`src/rtl/uart_pkg.sv`:
```
// Shared UART definitions: receiver FSM states and frame constants.
// Used by both the receive and transmit sides.
package uart_pkg;

  localparam int UART_DATA_BITS   = 8;
  localparam int UART_MIN_CLK_DIV = 4;

  typedef enum logic [2:0] {
    IDLE,
    START,
    DATA,
    PARITY,
    STOP,
    WAIT_IDLE
  } uart_rx_state_e;

endpackage

```
`src/rtl/uart_rx_fifo.sv`:
```
// Synchronous FIFO: push/pop, full/empty, zero on rdata when empty.
// Ports: clk, rst_n, push, pop, wdata, rdata, full, empty.
module uart_rx_fifo
  import uart_pkg::*;
#(
  parameter int DEPTH = 4,
  parameter int WIDTH = UART_DATA_BITS
) (
  input  logic             clk,
  input  logic             rst_n,
  input  logic             push,
  input  logic             pop,
  input  logic [WIDTH-1:0] wdata,
  output logic [WIDTH-1:0] rdata,
  output logic             full,
  output logic             empty
);

  localparam int AW = $clog2(DEPTH);

  logic [WIDTH-1:0] mem [DEPTH];
  logic [AW-1:0]    wr_ptr;
  logic [AW-1:0]    rd_ptr;
  logic [AW:0]      count;
  logic             wr_en;
  logic             rd_en;

  assign full  = count == (AW+1)'(DEPTH);
  assign empty = count == '0;
  // A pop frees the slot in the same cycle.
  assign wr_en = push && (!full || pop);
  assign rd_en = pop && !empty;
  assign rdata = empty ? '0 : mem[rd_ptr];

  always_ff @(posedge clk or negedge rst_n) begin
    if (!rst_n) begin
      wr_ptr <= '0;
      rd_ptr <= '0;
      count  <= '0;
    end else begin
      if (wr_en) wr_ptr <= wr_ptr + 1'b1;
      if (rd_en) rd_ptr <= rd_ptr + 1'b1;
      unique case ({wr_en, rd_en})
        2'b10:   count <= count + 1'b1;
        2'b01:   count <= count - 1'b1;
        default: count <= count;
      endcase
    end
  end

  always_ff @(posedge clk) begin
    if (wr_en) mem[wr_ptr] <= wdata;
  end

endmodule

```
`src/rtl/uart_receiver.sv`:
```
// UART receiver, 8N1 (8E1 with UART_RX_PARITY_EN), FIFO-buffered.
// Ports: clk, reset(n), rx, rd_valid/rd_data/rd_ready, error pulses.
module uart_receiver
  import uart_pkg::*;
#(
  parameter int CLK_DIV    = 16,
  parameter int FIFO_DEPTH = 4
) (
  input  logic       clk,
  input  logic       reset,
  input  logic       rx,
  output logic       rd_valid,
  output logic [7:0] rd_data,
  input  logic       rd_ready,
  output logic       frame_err,
  output logic       overrun,
  output logic       parity_err
);

  // Clamp to the shortest bit period the half-bit start check supports.
  localparam int DIV = (CLK_DIV < UART_MIN_CLK_DIV) ?
                       UART_MIN_CLK_DIV : CLK_DIV;
  localparam int CW  = $clog2(DIV);
  localparam logic [CW-1:0] HALF = CW'(DIV / 2);
  localparam logic [CW-1:0] LAST = CW'(DIV - 1);
  localparam logic [2:0]    BMAX = 3'(UART_DATA_BITS - 1);

  logic rx_meta;
  logic rx_sync;
  logic rx_prev;
  logic start_det;

  uart_rx_state_e state;
  uart_rx_state_e state_n;
  logic [CW-1:0]  cnt;
  logic [CW-1:0]  cnt_n;
  logic [2:0]     bit_idx;
  logic [2:0]     bit_idx_n;
  logic [7:0]     shreg;
  logic [7:0]     shreg_n;
  logic           tick;
  logic           push;
  logic           pop;
  logic           full;
  logic           empty;
`ifdef UART_RX_PARITY_EN
  logic           par_bad;
  logic           par_bad_n;
  logic           par_hit;
`endif

  always_ff @(posedge clk or negedge reset) begin
    if (!reset) begin
      rx_meta <= 1'b1;
      rx_sync <= 1'b1;
      rx_prev <= 1'b1;
    end else begin
      rx_meta <= rx;
      rx_sync <= rx_meta;
      rx_prev <= rx_sync;
    end
  end

  assign start_det = !rx_sync && rx_prev;
  assign tick      = cnt == '0;

  always_ff @(posedge clk or negedge reset) begin
    if (!reset) begin
      state   <= IDLE;
      cnt     <= '0;
      bit_idx <= '0;
      shreg   <= '0;
`ifdef UART_RX_PARITY_EN
      par_bad <= 1'b0;
`endif
    end else begin
      state   <= state_n;
      cnt     <= cnt_n;
      bit_idx <= bit_idx_n;
      shreg   <= shreg_n;
`ifdef UART_RX_PARITY_EN
      par_bad <= par_bad_n;
`endif
    end
  end

  always_comb begin
    state_n   = state;
    cnt_n     = tick ? cnt : cnt - 1'b1;
    bit_idx_n = bit_idx;
    shreg_n   = shreg;
    push      = 1'b0;
    frame_err = 1'b0;
`ifdef UART_RX_PARITY_EN
    par_bad_n = par_bad;
    par_hit   = 1'b0;
`endif
    unique case (state)
      IDLE: begin
        if (start_det) begin
          state_n = START;
          cnt_n   = HALF;
        end
      end
      START: begin
        if (tick) begin
          // A start bit gone high by mid-bit is a glitch.
          if (!rx_sync) begin
            state_n   = DATA;
            cnt_n     = LAST;
            bit_idx_n = '0;
          end else begin
            state_n = IDLE;
          end
        end
      end
      DATA: begin
        if (tick) begin
          shreg_n   = {rx_sync, shreg[7:1]};
          bit_idx_n = bit_idx + 1'b1;
          cnt_n     = LAST;
          if (bit_idx == BMAX) begin
`ifdef UART_RX_PARITY_EN
            state_n = PARITY;
`else
            state_n = STOP;
`endif
          end
        end
      end
`ifdef UART_RX_PARITY_EN
      PARITY: begin
        if (tick) begin
          par_bad_n = rx_sync ^ (^shreg);
          cnt_n     = LAST;
          state_n   = STOP;
        end
      end
`endif
      STOP: begin
        if (tick) begin
          state_n = IDLE;
          if (!rx_sync) begin
            frame_err = 1'b1;
            state_n   = WAIT_IDLE;
          end
`ifdef UART_RX_PARITY_EN
          else if (par_bad) begin
            par_hit = 1'b1;
          end
`endif
          else begin
            push = 1'b1;
          end
        end
      end
      WAIT_IDLE: begin
        if (rx_sync) state_n = IDLE;
      end
      default: state_n = IDLE;
    endcase
  end

`ifdef UART_RX_PARITY_EN
  assign parity_err = par_hit;
`else
  assign parity_err = 1'b0;
`endif

  assign rd_valid = !empty;
  assign pop      = rd_valid && rd_ready;
  assign overrun  = push && full && !pop;

  uart_rx_fifo #(
    .DEPTH (FIFO_DEPTH),
    .WIDTH (UART_DATA_BITS)
  ) u_fifo (
    .clk   (clk),
    .rst_n (reset),
    .push  (push),
    .pop   (pop),
    .wdata (shreg),
    .rdata (rd_data),
    .full  (full),
    .empty (empty)
  );

endmodule

```
`config.mk`:
```
export PLATFORM = sky130hd
export DESIGN_NAME = uart_receiver
export DESIGN_NICKNAME = d
export VERILOG_FILES = /design/src/rtl/uart_pkg.sv /design/src/rtl/uart_rx_fifo.sv /design/src/rtl/uart_receiver.sv
export SDC_FILE = /design/constraint.sdc
export NUM_CORES = 1
export LEC_CHECK = 0
export CORE_UTILIZATION = 55
export CTS_BUF_LIST = sky130_fd_sc_hd__clkbuf_8
export DETAILED_ROUTE_END_ITERATION = 12
export PLACE_DENSITY = 0.85
export SETUP_SLACK_MARGIN = 0.2
export SLEW_MARGIN = 30
export SYNTH_ARGS = -nofsm -noshare
export SYNTH_HDL_FRONTEND = slang
export SYNTH_SLANG_ARGS = --single-unit
```
`constraint.sdc`:
```
create_clock -name clk -period 2.7 [get_ports clk]
set_input_delay 0.81 -clock clk [delete_from_list [all_inputs] [get_ports clk]]
set_output_delay 0.81 -clock clk [all_outputs]
set_load 0.02 [all_outputs]
```
==> results of run 1 <==
[sequential cells by signal (all words and copies together), names as in the netlist]
signal         flops
rx_meta            1
rx_sync            1
shreg              8
u_fifo.rd_ptr      2
u_fifo.mem        32
state              3
cnt                4
u_fifo.wr_ptr      2
bit_idx            3
u_fifo.count       3
rx_prev            1
[placed cells by master, fill, tap and decap left out, drive strengths merged, types with 2 or more instances in the layout]
cell type / instances
a21oi: 4
a22o: 3
a31oi: 3
and2: 13
buf: 29
clkbuf: 11
clkdlybuf4s50: 2
dfrtp: 25
dfstp: 3
edfxtp: 32
ha: 9
inv: 13
mux2: 9
mux4: 8
nand2: 4
nand2b: 2
nor2: 4
nor2b: 3
nor3b: 3
o21ai: 4
or3: 2
xnor2: 3
xor2: 3
[final cells by class]
type                            instances  share of cell area [%]
Clock inverter                          5                    1.41
Inverter                               10                    1.15
Tap cell                               67                    2.56
Sequential cell                        60                    50.9
Clock buffer                           11                    4.62
Timing Repair Buffer                   32                    8.79
Multi-Input combinational cell         98                    30.6
[path summary, 6_finish.rpt]
check | startpoint | end | slack, ps | cells after the start
max | rd_ready | overrun | 180 | 4
min | rx_meta | rx_sync | 360 | 0
max reg2reg | cnt[1] | u_fifo.count[2] | 410 | 14
min reg2reg | rx_meta | rx_sync | 360 | 0
max in group asynchronous | reset | rx_prev | 1520 | 2
min in group asynchronous | reset | u_fifo.count[0] | 870 | 2
[per-stage QoR]
| step | util (%) | cells | TNS [ps] | total power [mW] |
|---|---|---|---|---|
| 3_5_place_dp | 63.2 | 260 | -1060 | 2.07 |
| 5_1_grt | 69.3 | 283 | 0 | 3.13 |
| 2_1_floorplan | - | 175 | 0 | 1.74 |
| 4_1_cts | 68.9 | 281 | 0 | 2.97 |
| 3_3_place_gp | 63.2 | 260 | -839 | 2.01 |
| 6_report | 69.3 | 283 | 0 | 2.97 |
[synth_stat cells (2+ instances only)]
library cell	count	share of area [%]
edfxtp_1	32	36
dfrtp_1	25	23
and2_1	13	3.0
inv_1	10	1.4
ha_1	9	4.2
mux2_2	8	3.4
mux4_2	8	6.7
a21oi_1	4	0.74
buf_2	4	0.74
nor2_1	4	0.56
o21ai_0	4	0.74
a22o_1	3	0.98
dfstp_2	3	2.9
nand2_1	3	0.42
xnor2_1	3	0.98
xor2_1	3	0.98
a31oi_1	2	0.47
nand2b_1	2	0.47
nor2b_1	2	0.47
nor3b_4	2	1.4
or3_1	2	0.47
[critical path, stage by stage]
cell and delay (ps):
buf_2 110, or4b_4 530, nor2_1 120, buf_4 150
[routing by layer]
layer  vias to the layer above  GRT usage, %  share of wire, %
li1                        722             -                 -
met1                       761          24.3                39
met2                        47          34.9                55
met3                        13          7.50               4.0
met4                         0          12.2               2.8
met5                         -             0                 0
[power by group]
| part | switching (mW) | internal [mW] | leakage (nW) |
|---|---|---|---|
| sequential | 0.126 | 1.05 | 0.635 |
| combinational | 0.445 | 0.567 | 0.591 |
| clock | 0.315 | 0.465 | 0.113 |
[cells by family after synthesis]
kind of cell	Yosys count	synth area share (%)
xor+xnor	6	1.95
flops	60	61.9
mux	18	11.0
buf+inv	17	2.75
other cells	1	0.139
fa+ha+maj	10	4.93
simple gates	39	10.6
compound gates	24	6.70
[timing repair]
action	CTS	global route
resized for setup	76	1
buffers inserted	5	2
endpoints found under the setup margin	12	10
pin swaps	8	3
==> summary.md, run 1 <==
| Metric | Value |
|---|---|
| Status | `finished, final reports clean` |
| Crit path time final | `about 2500 ps` |
| Worst hold path class | `reg2reg` |
| Period utilization | `just over 90%` |
| Startpoint Class | `input port` |
| H-tree depth | `3` |
| Clock Skew | `9.51 ps` |
| Asr flop ratio synth | `a little under half` |
| Largest net degree at the start of global routing | `29` |
| Final wirelength | `4670 um` |
| Root buffer cell | `clkbuf_8` |
| Port bufs | `14` |
| Cell variety after synth | `50` |
| Design area | `between 3000 and 4000 um^2` |
| Mapped Area | `2690 um^2` |
| Avg Inst Size Synth | `~15 um^2` |
| CTS tree | `yes` |
| Fmax | `396 MHz` |
| Setup slack after layout | `~180 ps` |
| Via count | `1,543` |
| Die Area | `about 5200 um^2` |
| Die width | `roughly 72 um` |
| Nets | `225` |
| GRT Total Usage | `21.3%` |
| DR pass1 iterations | `4` |
| Main synth FF type | `edfxtp_1` |
| Initial Utilization | `56.9%` |
| DRC Markers | `0` |
| Multi-input logic area | `1000 um^2` |
| Yosys reg bits | `60` |
| DP Worst Slack | `-553 ps` |
| Post-synthesis cell count | `175` |
| Worst vdd ir | `0.000612 V` |
| GP Congestion | `0.868` |
| Worst path required time | `~1900 ps` |
| CTS buffer count | `9` |
| Antenna viol nets, final | `0` |
| Vias in the first global route | `1,642` |
| GRT Residual Overflow | `0` |
| Post-CTS Hold Fix Bufs | `0` |
| Critical Path AT | `1710 ps` |
| Layout cells sized above 1 | `39.4%` |
| Maximum capacitance violations | `0` |
| Sequential-to-total area share from yosys stat | `61.9%` |
| N_diodes | `0` |
| Worst skew pair latency | `330 ps` |
| Initial antenna violation count | `0` |
| Clk sinks | `60` |
| Static leakage | `1.34 nW` |
| First-pass GRT wire length | `7800 um` |
| # fillers | `between 300 and 400` |
| Pwr dens | `908 nW/um^2` |
| Core area | `4720 um^2` |
| Hpwl dp | `roughly 3100 um` |
| CP Class | `in2out` |
| Post-synth net total | `189` |
| Layout area overhead | `21.8%` |
| Clk buf depth | `2` |
| Final setup viols | `0` |
| Io pins | `16` |
| # rows | `25` |
| Dpl cell area | `2980 um^2` |
| Number of synthesized flops with an enable pin | `32` |
| WL per Instance | `16.5 um` |
| CP Max Fanout | `2` |
| Yosys warns | `0` |
| Slew Viols, Final | `0` |
| Clock transition at the registers of the reported paths | `60 ps` |
| Crit. End Element | `primary output` |
| DR iter-0 viols | `69` |
| Final hold slack | `between 300 and 400 ps` |
| Register area | `roughly 1700 um^2` |
| RSZ-0062 raised after global routing | `true` |
| Die height | `around 70 um` |
| Via/cell ratio | `5.45` |
| Final hold vios | `0` |
Power figures use the tool's default switching activity.
==> inputs of run 2 (changes only) <==
- CAP_MARGIN: not set -> 20
==> results of run 2 <==
Same layout as run 1: the final DEF is identical, and so are final timing and power.
==> inputs of run 3 (changes only) <==
- DONT_BUFFER_PORTS: not set -> 1
- PLACE_DENSITY: 0.85 -> 0.8
==> run 3 against run 2 <==
Against the previous run: global-route usage shrank 1.2 points; core utilization is 4.5 points lower; clock skew is 6.2 ps higher; total power is 9.3% lower; hold slack lost 190 ps; cell count shrank 6.4%; sequential power about the same; die area stayed put; sequential share of layout area increased by 3.5 points; critical path depth is 3 higher; via count down 5.4%; largest cell class unchanged.
==> summary.md, run 3 (synthesis gave the netlist of run 1 again) <==
| Metric | Value |
|---|---|
| Largest net degree at the start of global routing | `29 (unchanged)` |
| Die height | `71.9 um (unchanged)` |
| Vias in the first global route | `1,509 (was 1,642)` |
| First-pass GRT wire length | `7290 um (was 7800 um)` |
| Largest registers | `u_fifo.mem (32), shreg (8), cnt (4) (unchanged)` |
| Hpwl dp | `2920 um (was 3090 um)` |
| Layout area overhead | `14.0% (was 21.8%)` |
| Clock transition at the registers of the reported paths | `60 ps (about the same)` |
| Worst vdd ir | `0.000505 V (was 0.000612 V)` |
| Crit-path slowest cell | `dfrtp_1 (was or4b_4)` |
| Final core occ | `64.9% (was 69.3%)` |
| Root buffer cell | `clkbuf_8 (unchanged)` |
| DR iter-0 viols | `88 (was 69)` |
| # rows | `25 (unchanged)` |
| Final setup viols | `0 (unchanged)` |
| WL per Instance | `16.9 um (was 16.5 um)` |
| CTS buffer count | `9 (unchanged)` |
| CTS tree | `yes (unchanged)` |
| Final hold vios | `0 (unchanged)` |
| Slew Viols, Final | `0 (unchanged)` |
| CP Class | `reg2out (was in2out)` |
| GRT Total Usage | `20.1% (was 21.3%)` |
| Startpoint Class | `register (was input port)` |
| Clk buf depth | `2 (unchanged)` |
| Nets | `207 (was 225)` |
| Maximum capacitance violations | `0 (unchanged)` |
| Status | `finished, final reports clean (unchanged)` |
| Die Area | `5170 um^2 (unchanged)` |
| Period utilization | `92.4% (was 93.5%)` |
| Fmax | `401 MHz (was 396 MHz)` |
| Core area | `4720 um^2 (unchanged)` |
| Via/cell ratio | `5.51 (was 5.45)` |
| DRC Markers | `0 (unchanged)` |
| Most common cell after layout, fill and taps aside | `edfxtp_1 (unchanged)` |
| Slowest cell delay on critical path | `410 ps (was 530 ps)` |
| Clk sinks | `60 (unchanged)` |
| CP Max Fanout | `3 (was 2)` |
| H-tree depth | `3 (unchanged)` |
| Number of flip-flops in the largest register | `32 (unchanged)` |
| Port bufs | `0 (was 14)` |
| Die width | `71.9 um (unchanged)` |
| Layout cells sized above 1 | `30.8% (was 39.4%)` |
| Worst skew pair latency | `340 ps (was 330 ps)` |
| Via count | `1,460 (was 1,543)` |
| Final setup TNS | `0 ps (unchanged)` |
| DR pass1 iterations | `4 (unchanged)` |
| Final wirelength | `4480 um (was 4670 um)` |
| Clock Skew | `15.7 ps (was 9.51 ps)` |
| Pwr dens | `879 nW/um^2 (was 908 nW/um^2)` |
| Static leakage | `1.23 nW (was 1.34 nW)` |
| Critical path, cell by cell | `inv_2 -> ha_4 -> nor3b_4 -> buf_6 -> nand4b_4 -> nor2_1 -> buf_4 (was buf_2 -> or4b_4 -> nor2_1 -> buf_4)` |
| Register with the most flip-flops | `u_fifo.mem (unchanged)` |
| GP Congestion | `0.844 (was 0.868)` |
| RSZ-0062 raised after global routing | `true (unchanged)` |
| N_diodes | `0 (unchanged)` |
| GRT Residual Overflow | `0 (unchanged)` |
| Antenna viol nets, final | `0 (unchanged)` |
| Worst path required time | `1890 ps (about the same)` |
| Io pins | `16 (unchanged)` |
| Initial Utilization | `56.9% (unchanged)` |
| Crit. End Element | `primary output (unchanged)` |
| Initial antenna violation count | `0 (unchanged)` |
| Crit path time final | `2490 ps (was 2520 ps)` |
| Critical Path AT | `1680 ps (was 1710 ps)` |
| Most frequent cells in the layout | `edfxtp_1 (32), dfrtp_1 (25), and2_1 (13), inv_1 (12), buf_4 (12) (was edfxtp_1 (32), dfrtp_1 (25), buf_4 (17), clkbuf_8 (11), inv_1 (10))` |
| Worst hold path class | `in2async (was reg2reg)` |
run 3: changes by cell type in the layout (fill, tap and decap cells not counted), moves of 2 or more:
cell and change:
buf_6 -7, clkbuf_8 -2, buf_2 -2, and2_1 +6, inv_1 +2, and2_4 -6
clkdlybuf4s50_1 -2, buf_4 -5
run 3: through the flow:
stage	setup slack (ps)	cell area [um^2]	power [mW]	hold WS (ps)	cells
2_1_floorplan	206	2700	1.74	345	175
3_3_place_gp	186	2800	1.84	347	242
4_1_cts	166	3050	2.70	152	264
5_1_grt	127	3060	2.84	144	265
3_5_place_dp	108	2800	1.89	348	242
6_report	205	3060	2.69	168	265
run 3: what timing repair did:
item | in CTS | in global routing
setup endpoints to repair | 2 | 10
cloned | 0 | 0
pin swaps | 2 | 1
buffers inserted | 6 | 1
hold buffers | 0 | 0
gates resized for setup | 6 | 2
run 3: path summary, 6_finish.rpt:
path                         start                to  slack [ps]  depth (start not counted)
setup / recovery            cnt[1]           overrun         210                          7
hold / removal               reset  u_fifo.rd_ptr[1]         170                          0
setup reg to reg            cnt[1]   u_fifo.count[2]         270                         14
hold reg to reg            rx_meta           rx_sync         350                          0
max in group asynchronous    reset           rx_prev        2360                          0
min in group clk           rx_meta           rx_sync         350                          0
run 3: routing by layer:
metal	share of wire (%)	global-route usage, %
met5	0	0
met1	42	22.2
met4	2.5	11.1
met3	4.1	7.64
met2	51	33.5
run 3: power by group:
| part | switching, mW | total [mW] | internal, mW |
|---|---|---|---|
| Sequential | 0.115 | 1.17 | 1.05 |
| Clock | 0.318 | 0.726 | 0.408 |
| Combinational | 0.399 | 0.799 | 0.400 |
| Total | 0.833 | 2.69 | 1.86 |
run 3: cell type report:
class,instances,area (um^2)
fill,341,1660
inverter,10,37.5
clock inverter,7,53.8
clock buffer,9,124
sequential,60,1670
tap,67,83.8
multi-input combinational,98,987
timing repair buffer,14,113
run 3: critical path, delay by kind of cell, from the launching register on:
family / cells / cell delay (ps)
buffers and inverters: 3 / 380
DFF: 1 / 410
adders and majority gates: 1 / 130
and+or+nand+nor: 3 / 440
==> patch 1 (flow settings as in run 1) <==
Add a define of `UART_RX_PARITY_EN`.
--- a/src/rtl/uart_receiver.sv
+++ b/src/rtl/uart_receiver.sv
@@ -1,5 +1,7 @@
 // UART receiver, 8N1 (8E1 with UART_RX_PARITY_EN), FIFO-buffered.
 // Ports: clk, reset(n), rx, rd_valid/rd_data/rd_ready, error pulses.
+`define UART_RX_PARITY_EN
+
 module uart_receiver
   import uart_pkg::*;
 #(
Function: no difference found for any inputs over 10 cycles, from zero or initial values and one cycle with reset low; that may be too few to reach the edited logic, so the function may still have changed.
==> patch 1 against run 1 <==
  * Sequential share of layout area is 2.9 points lower
  * Wire length is 5.6% higher
  * Setup slack worse by 0.12 ns
  * Power is 14% higher
  * Register-to-register slack hardly changed
  * Synthesized area is 6.0% higher
  * Worst hold slack better by 0.0031 ns
  * Global-route usage is 0.50 points lower
  * Sequential cell count is 1 higher
  * Cell area is 7.8% higher
==> patch 1: results (changes against run 1) <==
Parameter                              Value

Power and ir drop
  Share of power burned in the clock network ... 22.7% (was 26.2%)
  Share of total power in combinational logic ... 41.4% (was 34.0%)
  Sw frac ... 32.2% (was 29.8%)
  Worst IR drop on VDD ... 0.000520 V (was 0.000612 V)

Status
  Outcome ... complete, no violations (unchanged)

CTS
  Post-CTS repair timing setup buffer count ... 1 (was 5)

Placed design
  Total of buffers placed on input and output ports ... 15 (was 14)
  Routability congestion estimate ... 0.847 (was 0.868)

Timing
  Post-Route Skew ... 0.00824 ns (was 0.00951 ns)

Global route
  Largest net degree at the start of global routing ... 30 (was 29)
  Wire length of the first global-routing pass ... 8.02 mm (was 7.80 mm)
  Met2 track demand over resource ... 33.7% (was 34.9%)

Cells and area
  Register cell area after layout ... 1690 sq um (was 1670 sq um)
  Clock Buffer Count ... 9 (was 11)
  Non-clock buffering overhead in the final layout ... 9.68% (was 8.79%)
  Fillcell total ... 316 (was 314)
  Final clock-cell share ... 5.39% (was 6.04%)
  Proportion of cell area occupied by registers ... 47.9% (was 50.9%)

Drt
  DR WL met2 ... 2.70 mm (was 2.55 mm)
  Met3 wire len ... 164 microns (was 186 microns)
  Routed metal-1 wire length ... 2.03 mm (was 1.81 mm)

Yosys
  Synth unique cells ... 45 (was 50)
  Portion of the post-synthesis area used by sequential elements ... 59.3% (was 61.9%)
  Leading post-synthesis cells by cell area ... sky130_fd_sc_hd__edfxtp_1 34%, sky130_fd_sc_hd__dfrtp_1 23%, sky130_fd_sc_hd__mux4_2 6.3% (was sky130_fd_sc_hd__edfxtp_1 36%, sky130_fd_sc_hd__dfrtp_1 23%, sky130_fd_sc_hd__mux4_2 6.7%)
  Post-synthesis sequential element count ... 61 (was 60)
  Area fraction in compound gates after synthesis ... 5.58% (was 6.70%)
  Cells after synthesis ... 198 (was 175)
  Mux contribution to synthesized area ... 11.1% (was 11.0%)

Critical path
  Length in cells of the worst reg-to-reg path ... 12 (was 14)
patch 1: worst min path at each step:
stage	start	endpoint	slack (ns)	cells after the start
6_report	rx_meta$_DFF_PN1_	rx_sync$_DFF_PN1_	0.36	0
5_1_grt	rx_meta$_DFF_PN1_	rx_sync$_DFF_PN1_	0.37	0
4_1_cts	rx_meta$_DFF_PN1_	rx_sync$_DFF_PN1_	0.36	0
2_1_floorplan	rx_meta$_DFF_PN1_	rx_sync$_DFF_PN1_	0.35	0
3_5_place_dp	rx_meta$_DFF_PN1_	rx_sync$_DFF_PN1_	0.35	0
3_3_place_gp	rx_meta$_DFF_PN1_	rx_sync$_DFF_PN1_	0.35	0
patch 1: worst max-delay path, cell delays in order:
cell                      delay [ns]
sky130_fd_sc_hd__buf_6          0.09
sky130_fd_sc_hd__or4b_4         0.50
sky130_fd_sc_hd__nor4b_4        0.25
sky130_fd_sc_hd__buf_4          0.17
==> patch 2 (config.mk and constraints of run 1) <==
Without the edit above. Add an input register stage for `rx`, without a reset; this delays it by one clock. The other inputs are not delayed to match.
--- a/src/rtl/uart_receiver.sv
+++ b/src/rtl/uart_receiver.sv
@@ -24,6 +24,12 @@
   localparam logic [CW-1:0] HALF = CW'(DIV / 2);
   localparam logic [CW-1:0] LAST = CW'(DIV - 1);
   localparam logic [2:0]    BMAX = 3'(UART_DATA_BITS - 1);
+
+  logic rx_q;
+
+  always_ff @(posedge clk) begin
+    rx_q <= rx;
+  end
 
   logic rx_meta;
   logic rx_sync;
@@ -55,7 +61,7 @@
       rx_sync <= 1'b1;
       rx_prev <= 1'b1;
     end else begin
-      rx_meta <= rx;
+      rx_meta <= rx_q;
       rx_sync <= rx_meta;
       rx_prev <= rx_sync;
     end
Check against the original RTL: no difference found for any inputs over 10 cycles, from zero or initial values and one cycle with reset low; that may be too few to reach the edited logic, so the function may still have changed.
==> patch 2 against run 1 <==
  * Power grew 4.0%
  * Wire length grew 3.7%
  * Cell area grew 5.1%
  * Synthesized area grew 0.74%
  * Sequential share of layout area decreased by 1.9 points
  * Setup slack worse by 0.047 ns
  * Sequential cell count up 1
  * Clock power is 2% higher
==> patch 2: results (changes against run 1) <==
Parameter                              Value

Status
  Outcome ... complete, no violations (unchanged)

CTS
  Post-CTS repair timing setup buffer count ... 9 (was 5)

Global route
  Wire length of the first global-routing pass ... 7.57 mm (was 7.80 mm)
  Total routing resource utilization after global routing ... 20.1% (was 21.3%)
  Met3 layer usage reported by global route ... 5.69% (was 7.50%)

Worst hold path
  Worst hold start ... rx_q$_DFF_P_ (was rx_meta$_DFF_PN1_)

Placed design
  Placed cell areas ... 3010 sq um (was 2980 sq um)
  Count of placed standard cells including taps ... 262 (was 260)
  Half-perimeter wire length of the detailed placement result ... 3.01 mm (was 3.09 mm)

Drt
  Avg WL per Cell ... 16.2 microns (was 16.5 microns)
  Vias per cell ... 5.44 (was 5.45)
  Met3 wire len ... 124 microns (was 186 microns)
  DR WL met2 ... 2.56 mm (was 2.55 mm)

Critical path
  Launch point of the worst reg-to-reg path ... cnt[0]$_DFF_PN0_ (was cnt[1]$_DFF_PN0_)
  CP max FO ... 8 (was 2)
  Worst R2R End ... u_fifo.mem[1][2]$_DFFE_PP_ (was u_fifo.count[2]$_DFFE_PN0P_)
  Largest stage delay on the critical path ... 0.50 ns (was 0.53 ns)
  Critical path class ... reg2out (was in2out)

Yosys
  Number of nets in the synthesized netlist ... 190 (was 189)
  Fraction of the mapped netlist area in adder cells ... 4.90% (was 4.93%)
  Mux contribution to synthesized area ... 10.9% (was 11.0%)

Cells and area
  Layout Cells excl Fill ... 299 (was 283)

Timing
  Worst hold margin ... 0.303 ns (was 0.357 ns)

Power and ir drop
  Sw frac ... 30.3% (was 29.8%)
  Leakage power total ... 1.47 nW (was 1.34 nW)
[patch 2: cell types whose count changed in the layout (fill, tap and decap cells not counted), moves of 2 or more]
cell                       before  now
sky130_fd_sc_hd__buf_4         17   32
sky130_fd_sc_hd__inv_1         10    5
sky130_fd_sc_hd__clkbuf_8      11    9
sky130_fd_sc_hd__clkinv_4       0    2
sky130_fd_sc_hd__inv_2          3    5
[patch 2: through the flow]
| step | setup slack (ns) | TNS (ns) | util, % |
|---|---|---|---|
| after global placement | -0.548 | -0.832 | 63.7 |
| after floorplan | 0.206 | 0 | - |
| after detailed placement | -0.551 | -0.991 | 63.7 |
| final | 0.130 | 0 | 72.8 |
| after global routing | 0.0780 | 0 | 72.8 |
| after CTS | 0.0526 | 0 | 68.7 |
[patch 2: area by class of cell]
class                   instances  area (sq um)
repair buffers                 47           405
clock inverters                 7          73.8
multi-input cells              98          1030
flip-flops and latches         61          1690
fillers                       305          1280
well taps                      67          83.8
clock buffers                   9           124
inverters                      10          37.5
